$ cat src/rtl/mem_arb_pkg.sv
// mem_arb_pkg: FSM encoding and one-hot grant selects shared by the memory arbiter
package mem_arb_pkg;
    typedef enum logic [1:0] {
        IDLE    = 2'd0,
        RD_INST = 2'd1,
        RD_DATA = 2'd2
    } state_t;
    localparam logic [2:0] GNT_NONE = 3'b000;
    localparam logic [2:0] GNT_LD   = 3'b001;
    localparam logic [2:0] GNT_DATA = 3'b010;
    localparam logic [2:0] GNT_INST = 3'b100;
endpackage

$ cat src/rtl/mem_arb_grant.sv
// mem_arb_grant: loader-first picker with data/inst alternation so fetch cannot starve
module mem_arb_grant
    import mem_arb_pkg::*;
(
    input  logic       i_en,
    input  logic       i_ld,
    input  logic       i_data,
    input  logic       i_inst,
    input  logic       i_last_data,
    output logic [2:0] o_gnt
);
    // inst overtakes data only when the previous core grant went to data
    always_comb begin
        o_gnt = GNT_NONE;
        if (i_en)
            o_gnt = i_ld ? GNT_LD :
                    (i_inst && (!i_data || i_last_data)) ? GNT_INST :
                    i_data ? GNT_DATA : GNT_NONE;
    end
endmodule

$ cat src/rtl/mem_arbiter.sv
// mem_arbiter: shares one synchronous-read memory among fetch, data and loader ports
module mem_arbiter
    import mem_arb_pkg::*;
#(
    parameter int AW = 32,
    parameter int DW = 32
)
(
    input  logic          clk,
    input  logic          rst,
    input  logic          inst_ce_i,
    input  logic [AW-1:0] inst_addr_i,
    output logic [DW-1:0] inst_o,
    output logic          inst_valid_o,
    input  logic          data_ce_i,
    input  logic          data_we_i,
    input  logic [AW-1:0] data_addr_i,
    input  logic [DW-1:0] data_wdata_i,
    output logic [DW-1:0] data_rdata_o,
    output logic          data_valid_o,
    input  logic          ld_req_i,
    input  logic [AW-1:0] ld_addr_i,
    input  logic [DW-1:0] ld_wdata_i,
    output logic          ld_ack_o,
    output logic          stall_o,
    output logic          mem_ce_o,
    output logic          mem_we_o,
    output logic [AW-1:0] mem_addr_o,
    output logic [DW-1:0] mem_wdata_o,
    input  logic [DW-1:0] mem_rdata_i,
    output logic [31:0]   stall_cnt_o
);
    state_t        r_state, w_next;
    logic          r_last_data, r_inst_valid, r_data_valid, r_ld_ack;
    logic [DW-1:0] r_inst, r_data;
    logic [31:0]   r_stall_cnt;
    logic [2:0]    w_gnt;
    logic          w_ld_elig, w_data_elig, w_inst_elig;

    assign w_ld_elig    = ld_req_i & ~r_ld_ack;
    assign w_data_elig  = data_ce_i & ~r_data_valid;
    assign w_inst_elig  = inst_ce_i & ~r_inst_valid;
    assign stall_o      = (inst_ce_i & ~r_inst_valid) | (data_ce_i & ~r_data_valid) | ld_req_i;
    assign inst_o       = r_inst;
    assign inst_valid_o = r_inst_valid;
    assign data_rdata_o = r_data;
    assign data_valid_o = r_data_valid;
    assign ld_ack_o     = r_ld_ack;
    assign stall_cnt_o  = r_stall_cnt;

    mem_arb_grant u_grant (
        .i_en        (r_state == IDLE),
        .i_ld        (w_ld_elig),
        .i_data      (w_data_elig),
        .i_inst      (w_inst_elig),
        .i_last_data (r_last_data),
        .o_gnt       (w_gnt)
    );

    // granted requester drives the memory port this cycle; reads park the FSM for one cycle
    always_comb begin
        mem_ce_o    = 1'b0;
        mem_we_o    = 1'b0;
        mem_addr_o  = '0;
        mem_wdata_o = '0;
        w_next      = IDLE;
        if (w_gnt == GNT_LD) begin
            mem_ce_o    = 1'b1;
            mem_we_o    = 1'b1;
            mem_addr_o  = ld_addr_i;
            mem_wdata_o = ld_wdata_i;
        end
        if (w_gnt == GNT_DATA) begin
            mem_ce_o    = 1'b1;
            mem_we_o    = data_we_i;
            mem_addr_o  = data_addr_i;
            mem_wdata_o = data_wdata_i;
            w_next      = data_we_i ? IDLE : RD_DATA;
        end
        if (w_gnt == GNT_INST) begin
            mem_ce_o   = 1'b1;
            mem_addr_o = inst_addr_i;
            w_next     = RD_INST;
        end
    end

    // FSM state, fairness bit, completion pulses and captured read data
    always_ff @(posedge clk or negedge rst) begin
        if (!rst) begin
            r_state      <= IDLE;
            r_last_data  <= 1'b0;
            r_inst_valid <= 1'b0;
            r_data_valid <= 1'b0;
            r_ld_ack     <= 1'b0;
            r_inst       <= '0;
            r_data       <= '0;
        end else begin
            r_state      <= w_next;
            if (w_gnt == GNT_DATA) r_last_data <= 1'b1;
            else if (w_gnt == GNT_INST) r_last_data <= 1'b0;
            r_inst_valid <= (r_state == RD_INST);
            r_data_valid <= (r_state == RD_DATA) || (w_gnt == GNT_DATA && data_we_i);
            r_ld_ack     <= (w_gnt == GNT_LD);
            if (r_state == RD_INST) r_inst <= mem_rdata_i;
            if (r_state == RD_DATA) r_data <= mem_rdata_i;
        end
    end

    // saturating count of stalled cycles
    always_ff @(posedge clk or negedge rst) begin
        if (!rst) r_stall_cnt <= '0;
        else if (stall_o && r_stall_cnt != 32'hFFFF_FFFF) r_stall_cnt <= r_stall_cnt + 32'd1;
    end
endmodule

$ cat config.mk
export PLATFORM = sky130hd
export DESIGN_NAME = mem_arbiter
export DESIGN_NICKNAME = d
export VERILOG_FILES = /design/src/rtl/mem_arb_pkg.sv /design/src/rtl/mem_arb_grant.sv /design/src/rtl/mem_arbiter.sv
export SDC_FILE = /design/constraint.sdc
export NUM_CORES = 1
export LEC_CHECK = 0
export BUFFER_PORTS_ARGS = -buffer_cell sky130_fd_sc_hd__buf_2
export CORE_AREA = 2 2 140 142
export CTS_CLUSTER_SIZE = 28
export DETAILED_ROUTE_END_ITERATION = 6
export DIE_AREA = 0 0 142 144
export PLACE_DENSITY = 0.65
export REMOVE_ABC_BUFFERS = 1
export SYNTH_ARGS = -nofsm -noshare
export SYNTH_HDL_FRONTEND = slang
export SYNTH_SLANG_ARGS = --single-unit
$ cat constraint.sdc
create_clock -name clk -period 2 [get_ports clk]
set_input_delay 0 -clock clk [delete_from_list [all_inputs] [get_ports clk]]
set_output_delay 0 -clock clk [all_outputs]
set_load 0.005 [all_outputs]
==> reports/qor.yml <==
outcome:
  run_status: "complete, no violations"
synthesis:
  syn_area_um2: 5000
  synth_warnings: 0
  edff_count_synth: 0
  seq_area_frac_synth_pct: 51.1
  yosysUniqueCellTypes: 40
  yosysMostFrequentCell: "sky130_fd_sc_hd__dfrtp_1"
  synth.top_cell.area_share_pct: 51.1
  synth_cells: 414
  cell_taking_the_most_area_after_synthesis: "sky130_fd_sc_hd__dfrtp_1"
  synth_seq_cells: 102
  postSynth.topFlopCell: "sky130_fd_sc_hd__dfrtp_1"
  synthesis.area_per_instance_um2: 12.1
  yosys-top-cells-count: "102 x sky130_fd_sc_hd__dfrtp_1, 65 x sky130_fd_sc_hd__mux2_2, 35 x sky130_fd_sc_hd__inv_1"
  synth.top_cells.by_area: "sky130_fd_sc_hd__dfrtp_1 51%, sky130_fd_sc_hd__mux2_2 15%, sky130_fd_sc_hd__a222oi_1 6.4%"
  ys_async_sr_fraction_pct: 100
sta:
  worst_clock_skew_ns: 0.00970
  final_hold_viol_count: 0
  min_period_over_period_pct: 97.3
  max_freq_mhz: 514
  worst_slew_margin_relative_to_its_limit_pct: 65.3
  final_max_slew_viol_count: 0
  tightestPinTransition_ns: 0.521
  fin_setup_tns_ns: 0
  timing.final.crit_period_ns: 1.95
  grt_setup_unrepaired: "yes"
  finalSetupViolations: 0
cts:
  cts.clk_slew.worst_paths_ns: 0.07
  numClockSinks: 102
  htreeDepth: 3
  cts_tree: "yes"
  ctsLongestPathBuffers: 2
  cts_root_buf: "sky130_fd_sc_hd__clkbuf_16"
  tritoncts.num_buffers: 9
  worstSkewPairLatency_ns: 0.34
drt:
  via_count: 5204
  ant_nets: 0
  detail_route.first_pass.iterations: 6
  dr_iter_0_viols: 329
  route.detailed.vias_per_inst: 4.87
  detail_route.wirelength_mm: 21.2
  route.detailed.drc: 0
  drt-wirelength-per-cell_um: 19.8
grt:
  grt-ovfl-total: 0
  number_of_global_route_vias_before_repair: 4955
  antenna_found_initial: 6
  grt_max_degree: 65
  first_pass_grt_wire_length_mm: 29.9
  groute.usage.overall_pct: 19.5
worst_setup_path:
  worst-r2r-setup-slack_ns: 0.18
  r2r_start: "stall_cnt_o[0]"
  rr_worst_depth: 6
  critical_path.top_delay_family: "buffers and inverters"
  path_common_cell: "sky130_fd_sc_hd__buf_4"
  ff_to_ff_end: "stall_cnt_o[1]"
  worstSetupEndpointType: "primary output"
  worstPathBufferInverterCount: 4
  worst_path_largest_cell_delay_ns: 0.38
  crit_start: "data_valid_o"
  path_cells: "nor2b_1, buf_4, nand3_4, a21oi_4, buf_4, clkbuf_16, a22o_1, buf_2"
  crit_fanout: 10
  critPathKind: "reg -> out"
  critPathRequiredTime_ns: 2.00
  critPathCapture: "mem_wdata_o[28]"
  cp.arrival_ns: 1.95
  cp_num_cells: 8
  worst_path_max_delay_cell: "sky130_fd_sc_hd__dfrtp_1"
  timing.critical_path.from_type: "flop"
min_path:
  worstHoldPathCells: 4
  worst_hold_path_type: "in -> reg"
power:
  irDropWorstVdd_mv: 0.463
  power_per_cell_area_nw_per_um2: 1100
  static-leakage-power_nw: 4.27
layout:
  final_net_count: 1023
  fraction_of_final_layout_cells_sized_beyond_drive_strength_1_pct: 60.2
  layout-area-overhead-vs-synth_pct: 62.8
  finalCoreUtilization_pct: 42.6
  fill_cells: 1859
floorplanning:
  effective_utilization_at_floorplan_pct: 26.2
  die_w_um: 142
  std_cell_rows: 51
  fp.dieArea_um2: 20400
  coreArea_um2: 19100
  number_of_i_o_pins: 364
  floorplan.die.height_um: 144
flow_run:
  timing.max_cap.violations: 0
placed_design:
  gpl.final_weighted_congestion: 0.880
  place.detailed.hpwl_mm: 17.0
  port_buffers: 363
## cell families (layout without fill, tap and decap cells)
| kind of cell | count (synthesis) | after routing | synth area share [%] |
|---|---|---|---|
| AOI/OAI and AO/OA | 76 | 76 | 13.8 |
| xor gates and xnor gates | 28 | 28 | 4.91 |
| adders and majority gates | 1 | 1 | 0.250 |
| buffers and inverters | 63 | 478 | 5.13 |
| DFF | 102 | 102 | 51.1 |
| muxes | 65 | 65 | 14.7 |
| other | 0 | 2 | 0 |
| and+or+nand+nor | 79 | 79 | 10.2 |
## routing by layer
metal | up-vias | share of wire [%] | GRT usage (%)
met5 | - | 0.13 | 0
li1 | 2390 | - | -
met4 | 4 | 1.1 | 4.11
met3 | 16 | 8.4 | 5.60
met2 | 256 | 49 | 33.4
met1 | 2538 | 41 | 24.5
## through the flow
stage	hold slack [ns]	cells	setup WS (ns)	power, mW	cell area, um2
global placement	0.00895	1009	0.226	6.82	7270
floorplan	-0.296	386	-2.56	4.85	4870
detailed placement	0.00868	1009	0.204	6.88	7270
finish	0.124	1069	0.0546	8.91	8140
CTS	0.100	1059	0.0159	8.84	7960
global route	0.147	1068	-0.0409	9.52	8130
## sequential cells by signal, summed over array words and instances (netlist names)
register and flops:
data_rdata_o 32, inst_o 32, stall_cnt_o 32, r_state 2, data_valid_o 1, inst_valid_o 1, ld_ack_o 1, r_last_data 1
## placed cells by master, fill, tap and decap left out, types with 4 or more instances in the layout
master and n:
sky130_fd_sc_hd__dlygate4sd3_1 34, sky130_fd_sc_hd__mux2_2 65, sky130_fd_sc_hd__dfrtp_1 101, sky130_fd_sc_hd__buf_12 7, sky130_fd_sc_hd__xnor2_1 28, sky130_fd_sc_hd__buf_4 17
sky130_fd_sc_hd__nand3_1 21, sky130_fd_sc_hd__inv_1 33, sky130_fd_sc_hd__nand2_1 8, sky130_fd_sc_hd__buf_2 361, sky130_fd_sc_hd__nor2_1 4, sky130_fd_sc_hd__clkbuf_16 12
sky130_fd_sc_hd__a22o_1 32, sky130_fd_sc_hd__nand4_1 9, sky130_fd_sc_hd__a222oi_1 32
## worst min-delay path by stage
stage / start / endpoint / slack (ns)
6_report: ld_req_i / r_last_data / 0.12
5_1_grt: ld_req_i / r_last_data / 0.15
4_1_cts: ld_req_i / r_last_data / 0.10
3_5_place_dp: rst / stall_cnt_o[23] / 0.009
3_3_place_gp: rst / stall_cnt_o[30] / 0.009
2_1_floorplan: rst / data_rdata_o[0] / -0.30
## where the power goes
group          internal [mW]  switching (mW)
clock                   1.00           0.825
sequential              2.83           0.436
combinational           2.12            1.70
## layout make-up
cell class                      instances  area (um2)  share of cell area, %
Sequential cell                       102        2550                   31.4
Antenna cell                            2        5.00                 0.0615
Inverter                               35         131                   1.61
Clock inverter                          7        86.3                   1.06
Multi-Input combinational cell        249        2270                   27.9
Tap cell                              238         298                   3.66
Clock buffer                            9         225                   2.77
Timing Repair Buffer                  427        2570                   31.5
## repair_timing
item	4_1_cts	5_1_grt
hold endpoints to repair	104	0
resized for setup	11	11
pin swaps	1	4
gates cloned	0	3
setup endpoints to repair	35	42
hold buffers	34	0
buffers inserted	0	5
## worst register-to-register path: stages (launching register included)
cell	delay [ns]
sky130_fd_sc_hd__dfrtp_1	0.39
sky130_fd_sc_hd__ha_1	0.19
sky130_fd_sc_hd__and4_1	0.27
sky130_fd_sc_hd__and2_1	0.23
sky130_fd_sc_hd__nand4_2	0.13
sky130_fd_sc_hd__nand2_1	0.14
sky130_fd_sc_hd__mux2_2	0.34
Note: power is estimated with default switching activity, not from simulation.
